--- config.mk ---
export PLATFORM = sky130hd
export DESIGN_NAME = pipeline_controller_flat
export DESIGN_NICKNAME = d
export VERILOG_FILES = /design/src/rtl/pipeline_controller_if.sv /design/src/rtl/pipeline_controller.sv /design/src/flat_wrapper.sv
export SDC_FILE = /design/constraint.sdc
export NUM_CORES = 1
export LEC_CHECK = 0
export ABC_AREA = 1
export BUFFER_PORTS_ARGS = -buffer_cell sky130_fd_sc_hd__clkbuf_2
export CAP_MARGIN = 25
export CORE_ASPECT_RATIO = 1.1
export CORE_MARGIN = 1.5
export CORE_UTILIZATION = 49
export DETAILED_ROUTE_END_ITERATION = 10
export GPL_TIMING_DRIVEN = 0
export PLACE_DENSITY = 0.81
export SLEW_MARGIN = 20
export SYNTH_ARGS = -nofsm -noshare
export SYNTH_HDL_FRONTEND = slang
export SYNTH_SLANG_ARGS = --single-unit
export TNS_END_PERCENT = 20
--- constraint.sdc ---
create_clock -name clk -period 2 [get_ports clk]
set_input_delay 0.3 -clock clk [delete_from_list [all_inputs] [get_ports clk]]
set_output_delay 0.3 -clock clk [all_outputs]
set_load 0.01 [all_outputs]
--- src/rtl/pipeline_controller_if.sv ---
// Hazard/control bus between the pipeline datapath and its controller.
// Datapath (master) supplies decode/execute fields; controller (slave) returns stall/flush and status.
// Purely combinational wiring; no storage, no backpressure of its own.
interface pipeline_controller_if;
    logic [31:0] instrD;
    logic [4:0]  rsD;
    logic [4:0]  rtD;
    logic        memReadE;
    logic [4:0]  rtE;
    logic        branchE;
    logic        zeroE;
    logic        isJE;
    logic        isJALE;
    logic        isJRE;
    logic        stallF;
    logic        stallD;
    logic        flushD;
    logic        flushE;
    logic        flushM;
    logic [2:0]  state;
    logic        done;
    logic [31:0] cycle_count;

    modport master (
        output instrD, rsD, rtD, memReadE, rtE,
        output branchE, zeroE, isJE, isJALE, isJRE,
        input  stallF, stallD, flushD, flushE, flushM,
        input  state, done, cycle_count
    );

    modport slave (
        input  instrD, rsD, rtD, memReadE, rtE,
        input  branchE, zeroE, isJE, isJALE, isJRE,
        output stallF, stallD, flushD, flushE, flushM,
        output state, done, cycle_count
    );
endinterface

--- src/rtl/pipeline_controller.sv ---
// Five-stage pipeline hazard controller: load-use stalls, redirect squash, halt drain, cycle counter.
// Stall/flush outputs are combinational from the registered state and current inputs (0 cycles).
// Backpressure is the stall/flush outputs themselves; the controller never waits on the datapath.
module pipeline_controller #(
    parameter int          FLUSH_CYCLES = 3,
    parameter int          DRAIN_CYCLES = 3,
    parameter logic [31:0] HALT_WORD    = 32'hFFFFFFFF
) (
    input logic                   clk,
    input logic                   reset,
    pipeline_controller_if.slave  pc
);
    // A parameter of 0 is treated as 1 so every squash/drain lasts at least one cycle.
    localparam int FL   = (FLUSH_CYCLES < 1) ? 1 : FLUSH_CYCLES;
    localparam int DL   = (DRAIN_CYCLES < 1) ? 1 : DRAIN_CYCLES;
    localparam int MAXC = (FL > DL) ? FL : DL;
    localparam int CW   = $clog2(MAXC + 1);

    localparam logic [CW-1:0] FL_LOAD = CW'(FL);
    localparam logic [CW-1:0] DL_LOAD = CW'(DL);
    localparam logic [CW-1:0] ONE     = CW'(1);
    localparam logic [CW-1:0] ZERO    = '0;

    typedef enum logic [2:0] {
        ST_RUN   = 3'd0,
        ST_STALL = 3'd1,
        ST_FLUSH = 3'd2,
        ST_DRAIN = 3'd3,
        ST_DONE  = 3'd4
    } state_t;

    state_t          state_q, state_d;
    logic [CW-1:0]   flush_cnt_q, flush_cnt_d;
    logic [CW-1:0]   drain_cnt_q, drain_cnt_d;
    logic [31:0]     cycle_count_q, cycle_count_d;
    logic            done_q, done_d;

    logic            redirect;
    logic            loaduse;
    logic            halt;
    logic            stall_f;
    logic            stall_d;
    logic            flush_d;
    logic            flush_e;
    logic            flush_m;

    // Hazard terms decoded from the current decode/execute fields.
    always_comb begin
        redirect = (pc.branchE & pc.zeroE) | pc.isJE | pc.isJALE | pc.isJRE;
        loaduse  = pc.memReadE & (pc.rtE != 5'd0) &
                   ((pc.rtE == pc.rsD) | (pc.rtE == pc.rtD));
        halt     = (pc.instrD == HALT_WORD);
    end

    // Next-state, counters and stall/flush outputs; in RUN redirect beats loaduse beats halt.
    always_comb begin
        state_d       = state_q;
        flush_cnt_d   = flush_cnt_q;
        drain_cnt_d   = drain_cnt_q;
        cycle_count_d = cycle_count_q;
        stall_f       = 1'b0;
        stall_d       = 1'b0;
        flush_d       = 1'b0;
        flush_e       = 1'b0;
        flush_m       = 1'b0;

        case (state_q)
            ST_RUN: begin
                if (redirect) begin
                    flush_d     = 1'b1;
                    flush_e     = 1'b1;
                    state_d     = ST_FLUSH;
                    flush_cnt_d = FL_LOAD;
                end else if (loaduse) begin
                    stall_f = 1'b1;
                    stall_d = 1'b1;
                    flush_e = 1'b1;
                    state_d = ST_STALL;
                end else if (halt) begin
                    stall_f     = 1'b1;
                    flush_d     = 1'b1;
                    state_d     = ST_DRAIN;
                    drain_cnt_d = DL_LOAD;
                end
            end
            // The bubble now in EX cannot hold a control transfer, so just resume.
            ST_STALL: begin
                state_d = ST_RUN;
            end
            // Wrong-path instructions are squashed at EX/MEM; their hazards are ignored.
            ST_FLUSH: begin
                flush_m = 1'b1;
                if (flush_cnt_q <= ONE) begin
                    flush_cnt_d = ZERO;
                    state_d     = ST_RUN;
                end else begin
                    flush_cnt_d = flush_cnt_q - ONE;
                end
            end
            // Fetch is frozen and decode is bubbled while older instructions retire.
            ST_DRAIN: begin
                stall_f = 1'b1;
                flush_d = 1'b1;
                if (drain_cnt_q <= ONE) begin
                    drain_cnt_d = ZERO;
                    state_d     = ST_DONE;
                end else begin
                    drain_cnt_d = drain_cnt_q - ONE;
                end
            end
            ST_DONE: begin
                stall_f = 1'b1;
                stall_d = 1'b1;
            end
            default: begin
                state_d = ST_RUN;
            end
        endcase

        if (state_q != ST_DONE) begin
            cycle_count_d = cycle_count_q + 32'd1;
        end
        done_d = (state_d == ST_DONE);
    end

    // State, counters and status flops; reset overrides everything including DONE.
    always_ff @(posedge clk) begin
        if (reset) begin
            state_q       <= ST_RUN;
            flush_cnt_q   <= ZERO;
            drain_cnt_q   <= ZERO;
            cycle_count_q <= 32'd0;
            done_q        <= 1'b0;
        end else begin
            state_q       <= state_d;
            flush_cnt_q   <= flush_cnt_d;
            drain_cnt_q   <= drain_cnt_d;
            cycle_count_q <= cycle_count_d;
            done_q        <= done_d;
        end
    end

    assign pc.stallF      = stall_f;
    assign pc.stallD      = stall_d;
    assign pc.flushD      = flush_d;
    assign pc.flushE      = flush_e;
    assign pc.flushM      = flush_m;
    assign pc.state       = state_q;
    assign pc.done        = done_q;
    assign pc.cycle_count = cycle_count_q;
endmodule

--- src/flat_wrapper.sv ---
// flat-port wrapper written by rule: the top's interface ports become plain ports
module pipeline_controller_flat 
#(
    parameter int          FLUSH_CYCLES = 3,
    parameter int          DRAIN_CYCLES = 3,
    parameter logic [31:0] HALT_WORD    = 32'hFFFFFFFF
)
  (clk, reset, pc_instrD, pc_rsD, pc_rtD, pc_memReadE, pc_rtE, pc_branchE, pc_zeroE, pc_isJE, pc_isJALE, pc_isJRE, pc_stallF, pc_stallD, pc_flushD, pc_flushE, pc_flushM, pc_state, pc_done, pc_cycle_count);
  pipeline_controller_if pc_i ();
  input logic clk;
  input logic reset;
  input wire logic [$bits(pc_i.instrD)-1:0] pc_instrD;
  input wire logic [$bits(pc_i.rsD)-1:0] pc_rsD;
  input wire logic [$bits(pc_i.rtD)-1:0] pc_rtD;
  input wire logic [$bits(pc_i.memReadE)-1:0] pc_memReadE;
  input wire logic [$bits(pc_i.rtE)-1:0] pc_rtE;
  input wire logic [$bits(pc_i.branchE)-1:0] pc_branchE;
  input wire logic [$bits(pc_i.zeroE)-1:0] pc_zeroE;
  input wire logic [$bits(pc_i.isJE)-1:0] pc_isJE;
  input wire logic [$bits(pc_i.isJALE)-1:0] pc_isJALE;
  input wire logic [$bits(pc_i.isJRE)-1:0] pc_isJRE;
  output wire logic [$bits(pc_i.stallF)-1:0] pc_stallF;
  output wire logic [$bits(pc_i.stallD)-1:0] pc_stallD;
  output wire logic [$bits(pc_i.flushD)-1:0] pc_flushD;
  output wire logic [$bits(pc_i.flushE)-1:0] pc_flushE;
  output wire logic [$bits(pc_i.flushM)-1:0] pc_flushM;
  output wire logic [$bits(pc_i.state)-1:0] pc_state;
  output wire logic [$bits(pc_i.done)-1:0] pc_done;
  output wire logic [$bits(pc_i.cycle_count)-1:0] pc_cycle_count;
  assign pc_i.instrD = pc_instrD;
  assign pc_i.rsD = pc_rsD;
  assign pc_i.rtD = pc_rtD;
  assign pc_i.memReadE = pc_memReadE;
  assign pc_i.rtE = pc_rtE;
  assign pc_i.branchE = pc_branchE;
  assign pc_i.zeroE = pc_zeroE;
  assign pc_i.isJE = pc_isJE;
  assign pc_i.isJALE = pc_isJALE;
  assign pc_i.isJRE = pc_isJRE;
  assign pc_stallF = pc_i.stallF;
  assign pc_stallD = pc_i.stallD;
  assign pc_flushD = pc_i.flushD;
  assign pc_flushE = pc_i.flushE;
  assign pc_flushM = pc_i.flushM;
  assign pc_state = pc_i.state;
  assign pc_done = pc_i.done;
  assign pc_cycle_count = pc_i.cycle_count;
  pipeline_controller #(.FLUSH_CYCLES(FLUSH_CYCLES), .DRAIN_CYCLES(DRAIN_CYCLES), .HALT_WORD(HALT_WORD)) u_core (.clk(clk), .reset(reset), .pc(pc_i));
endmodule
==> impl_metrics.py <==
metrics = {
    "clock_tree": {
        "hold_buffers": 0,
        "cts_sinks": 40,
        "htreeDepth": 2,
        "root_buffer": "clkbuf_8",
        "clock_latency_ps": 300,
        "cts_tree": "built",
        "path_clk_slew_ps": 80,
        "post_cts_buffers": 0,
        "cts_buffer_depth": 2,
        "cts_buffers": 5,
    },
    "timing": {
        "final_hold_viol_count": 0,
        "period_share": 0.9277,
        "tns_ps": 0,
        "finalWorstSetupSlack_ps": 144.6,
        "fmax_ghz": 0.5390,
        "fin_skew_ps": 9.035,
        "drv_slew": 0,
        "max_slew_margin": 0.6403,
        "min_period_ps": 1855,
        "setup_violations": 0,
        "grt_setup_unrepaired": "no",
        "worst_pin_slew_ps": 539.5,
    },
    "hold_path": {
        "hold_class": "flip-flop to flip-flop",
    },
    "synthesis": {
        "syn_inst": 396,
        "netlist_area_um2": 2520,
        "synth_edf_count": 0,
        "yosysUniqueCellTypes": 31,
        "yosysTopAreaCellShare": 0.3178,
        "syn-mean-instance-area_um2": 6.363,
        "seq_area_frac_synth": 0.3178,
        "synthFlopType": "dfxtp_1",
        "synth-seq-cells": 40,
        "synth.area.top_cells": "dfxtp_1 (32%), nand2_1 (16%), nor2_1 (8.0%)",
        "synth_fp_nets": 452,
        "synth.yosys.warnings": 0,
        "synthArstFlopShare": 0,
        "yosysTopAreaCell": "dfxtp_1",
    },
    "floorplanning": {
        "std_cell_rows": 27,
        "fp.dieArea_um2": 5583,
        "core_um2": 4966,
        "pin_count": 96,
        "die_w_um": 71.38,
        "initial_core_util": 0.5074,
        "die_y_um": 78.22,
    },
    "layout": {
        "post-route-util": 0.6427,
        "final_area_um2": 3192,
        "fillers": 464,
        "fin_nets": 554,
        "n_antenna_cell": 0,
        "syn_to_final_growth_pct": 26.66,
        "layout-drive-gt1-share": 0.2605,
        "register_area_um2": 800.8,
        "multiInputGateArea_um2": 1504,
    },
    "pwr": {
        "internal_power_mw": 1.272,
        "vdd_drop_max_uv": 429.4,
        "pwr-share-seq": 0.482,
        "switching_share": 0.2503,
        "combPwrFrac": 0.122,
        "p_leak_nw": 1.479,
        "pwr-share-clk": 0.397,
        "power_density_nw_per_um2": 531.8,
        "power_switching_mw": 0.4249,
    },
    "route": {
        "wl_per_cell_um": 11.87,
        "drt_iter0_markers": 59,
        "drt_wl_total_um": 6612,
        "vias_per_cell": 5.190,
        "post-route-drc-count": 0,
        "first_pass_iters": 5,
        "drtAntennaViolNets": 0,
        "num_vias": 2891,
    },
    "critical_path": {
        "cp.arrival_ps": 1560,
        "critPathCaptureType": "primary output",
        "worst_setup_path_start_kind": "flip-flop",
        "critPathMaxFanout": 4,
        "cp.required_ps": 1700,
        "crit_type": "flip-flop to primary output",
    },
    "placement": {
        "place_ws_ps": 254.4,
        "place.detailed.hpwl_um": 5292,
        "port-buffer-count": 95,
        "placed_area_um2": 3068,
        "place.gp.congestion": 0.8552,
    },
    "grt": {
        "grt_antenna_before_repair": 0,
        "grt_max_degree": 15,
        "grt-ovfl-total": 0,
        "grt_usage": 0.2388,
        "grt_pass1_vias": 2524,
        "grt_pass1_wl_um": 10850,
    },
    "job": {
        "max_cap_violations": 0,
    },
    "run_status": {
        "run_status": "completed",
    },
}
## final cells by class
type,instances,area share
buffer,5,0.006272
clock buffer,5,0.02156
sequential,40,0.2509
timing repair buffer,95,0.1490
multi-input combinational,298,0.4712
tap,58,0.02274
clock inverter,3,0.01450
inverter,53,0.06390
## per-stage QoR
step	hold slack [ps]	total power, mW	std cells
final	479.0	1.697	557
after global routing	488.2	1.777	557
after CTS	484.1	1.709	557
after detailed placement	472.7	1.041	549
after global placement	462.7	1.033	549
after floorplan	450.4	0.9369	396
## critical path, cell delays in order, from the launching register on
cell,delay (ps)
dfxtp_1,390
inv_1,60
nor3_1,360
inv_1,160
nand3_1,150
clkbuf_2,150
## cell usage after synthesis, types with 2 or more instances
library cell,instances
a21oi_1,26
clkbuf_1,5
dfxtp_1,40
inv_1,50
inv_2,2
nand2_1,105
nand2_2,5
nand3_1,26
nand3_2,3
nand3b_1,4
nand4_1,17
nor2_1,54
nor2_2,2
nor2_4,4
nor3_1,11
nor3_2,2
o21ai_0,16
o21bai_1,2
xnor2_1,6
xor2_1,5
## power by group through the flow
stage          clock network [mW]  registers, mW  logic, mW
6_report                    0.673          0.817      0.207
5_1_grt                     0.726          0.819      0.232
4_1_cts                     0.685          0.818      0.207
3_5_place_dp                    0          0.836      0.204
3_3_place_gp                    0          0.836      0.197
2_1_floorplan                   0          0.838     0.0990
## repair_timing
| item | CTS | global route |
|---|---|---|
| pin swaps | 0 | 0 |
| gates resized for setup | 1 | 4 |
| setup endpoints to repair | 1 | 5 |
## per-layer routing
| layer | global-route usage | vias up | share of wire |
|---|---|---|---|
| li1 | - | 1481 | - |
| met1 | 0.2683 | 1310 | 0.42 |
| met2 | 0.4435 | 94 | 0.51 |
| met3 | 0.05006 | 6 | 0.065 |
| met4 | 0.07358 | 0 | 0.010 |
| met5 | 0 | - | 0 |
## cells by family (layout without fill, tap and decap cells)
kind of cell | after synthesis | in the layout | synth area share
XOR/XNOR | 11 | 11 | 0.03823
AND/OR/NAND/NOR | 239 | 239 | 0.4528
AO/OA/AOI/OAI | 47 | 47 | 0.09782
buffers and inverters | 58 | 161 | 0.08838
adder cells (fa/ha/maj) | 1 | 1 | 0.004964
flip-flops | 40 | 40 | 0.3178
## worst paths after layout
path                            startpoint  slack [ps]  depth (start not counted)                        end
setup / recovery        u_core.pc.state[0]         140                          5                  pc_flushD
hold / removal       u_core.drain_cnt_q[1]         480                          2      u_core.drain_cnt_q[1]
setup reg to reg  u_core.pc.cycle_count[1]         260                         10  u_core.pc.cycle_count[24]
hold reg to reg      u_core.drain_cnt_q[1]         480                          2      u_core.drain_cnt_q[1]
## cells in the final DEF, fill, tap and decap left out, types with 11 or more instances in the layout
cell type	count
o21ai_0	16
nor3_1	11
dfxtp_1	40
a21oi_1	26
clkbuf_2	96
nand4_1	17
nor2_1	53
inv_1	50
nand3_1	26
nand2_1	104
## registers in the layout, indices dropped and copies added (netlist names)
name	count
u_core.pc.done	1
u_core.pc.cycle_count	32
u_core.pc.state	3
u_core.flush_cnt_q	2
u_core.drain_cnt_q	2
Note: power is estimated with default switching activity, not from simulation.
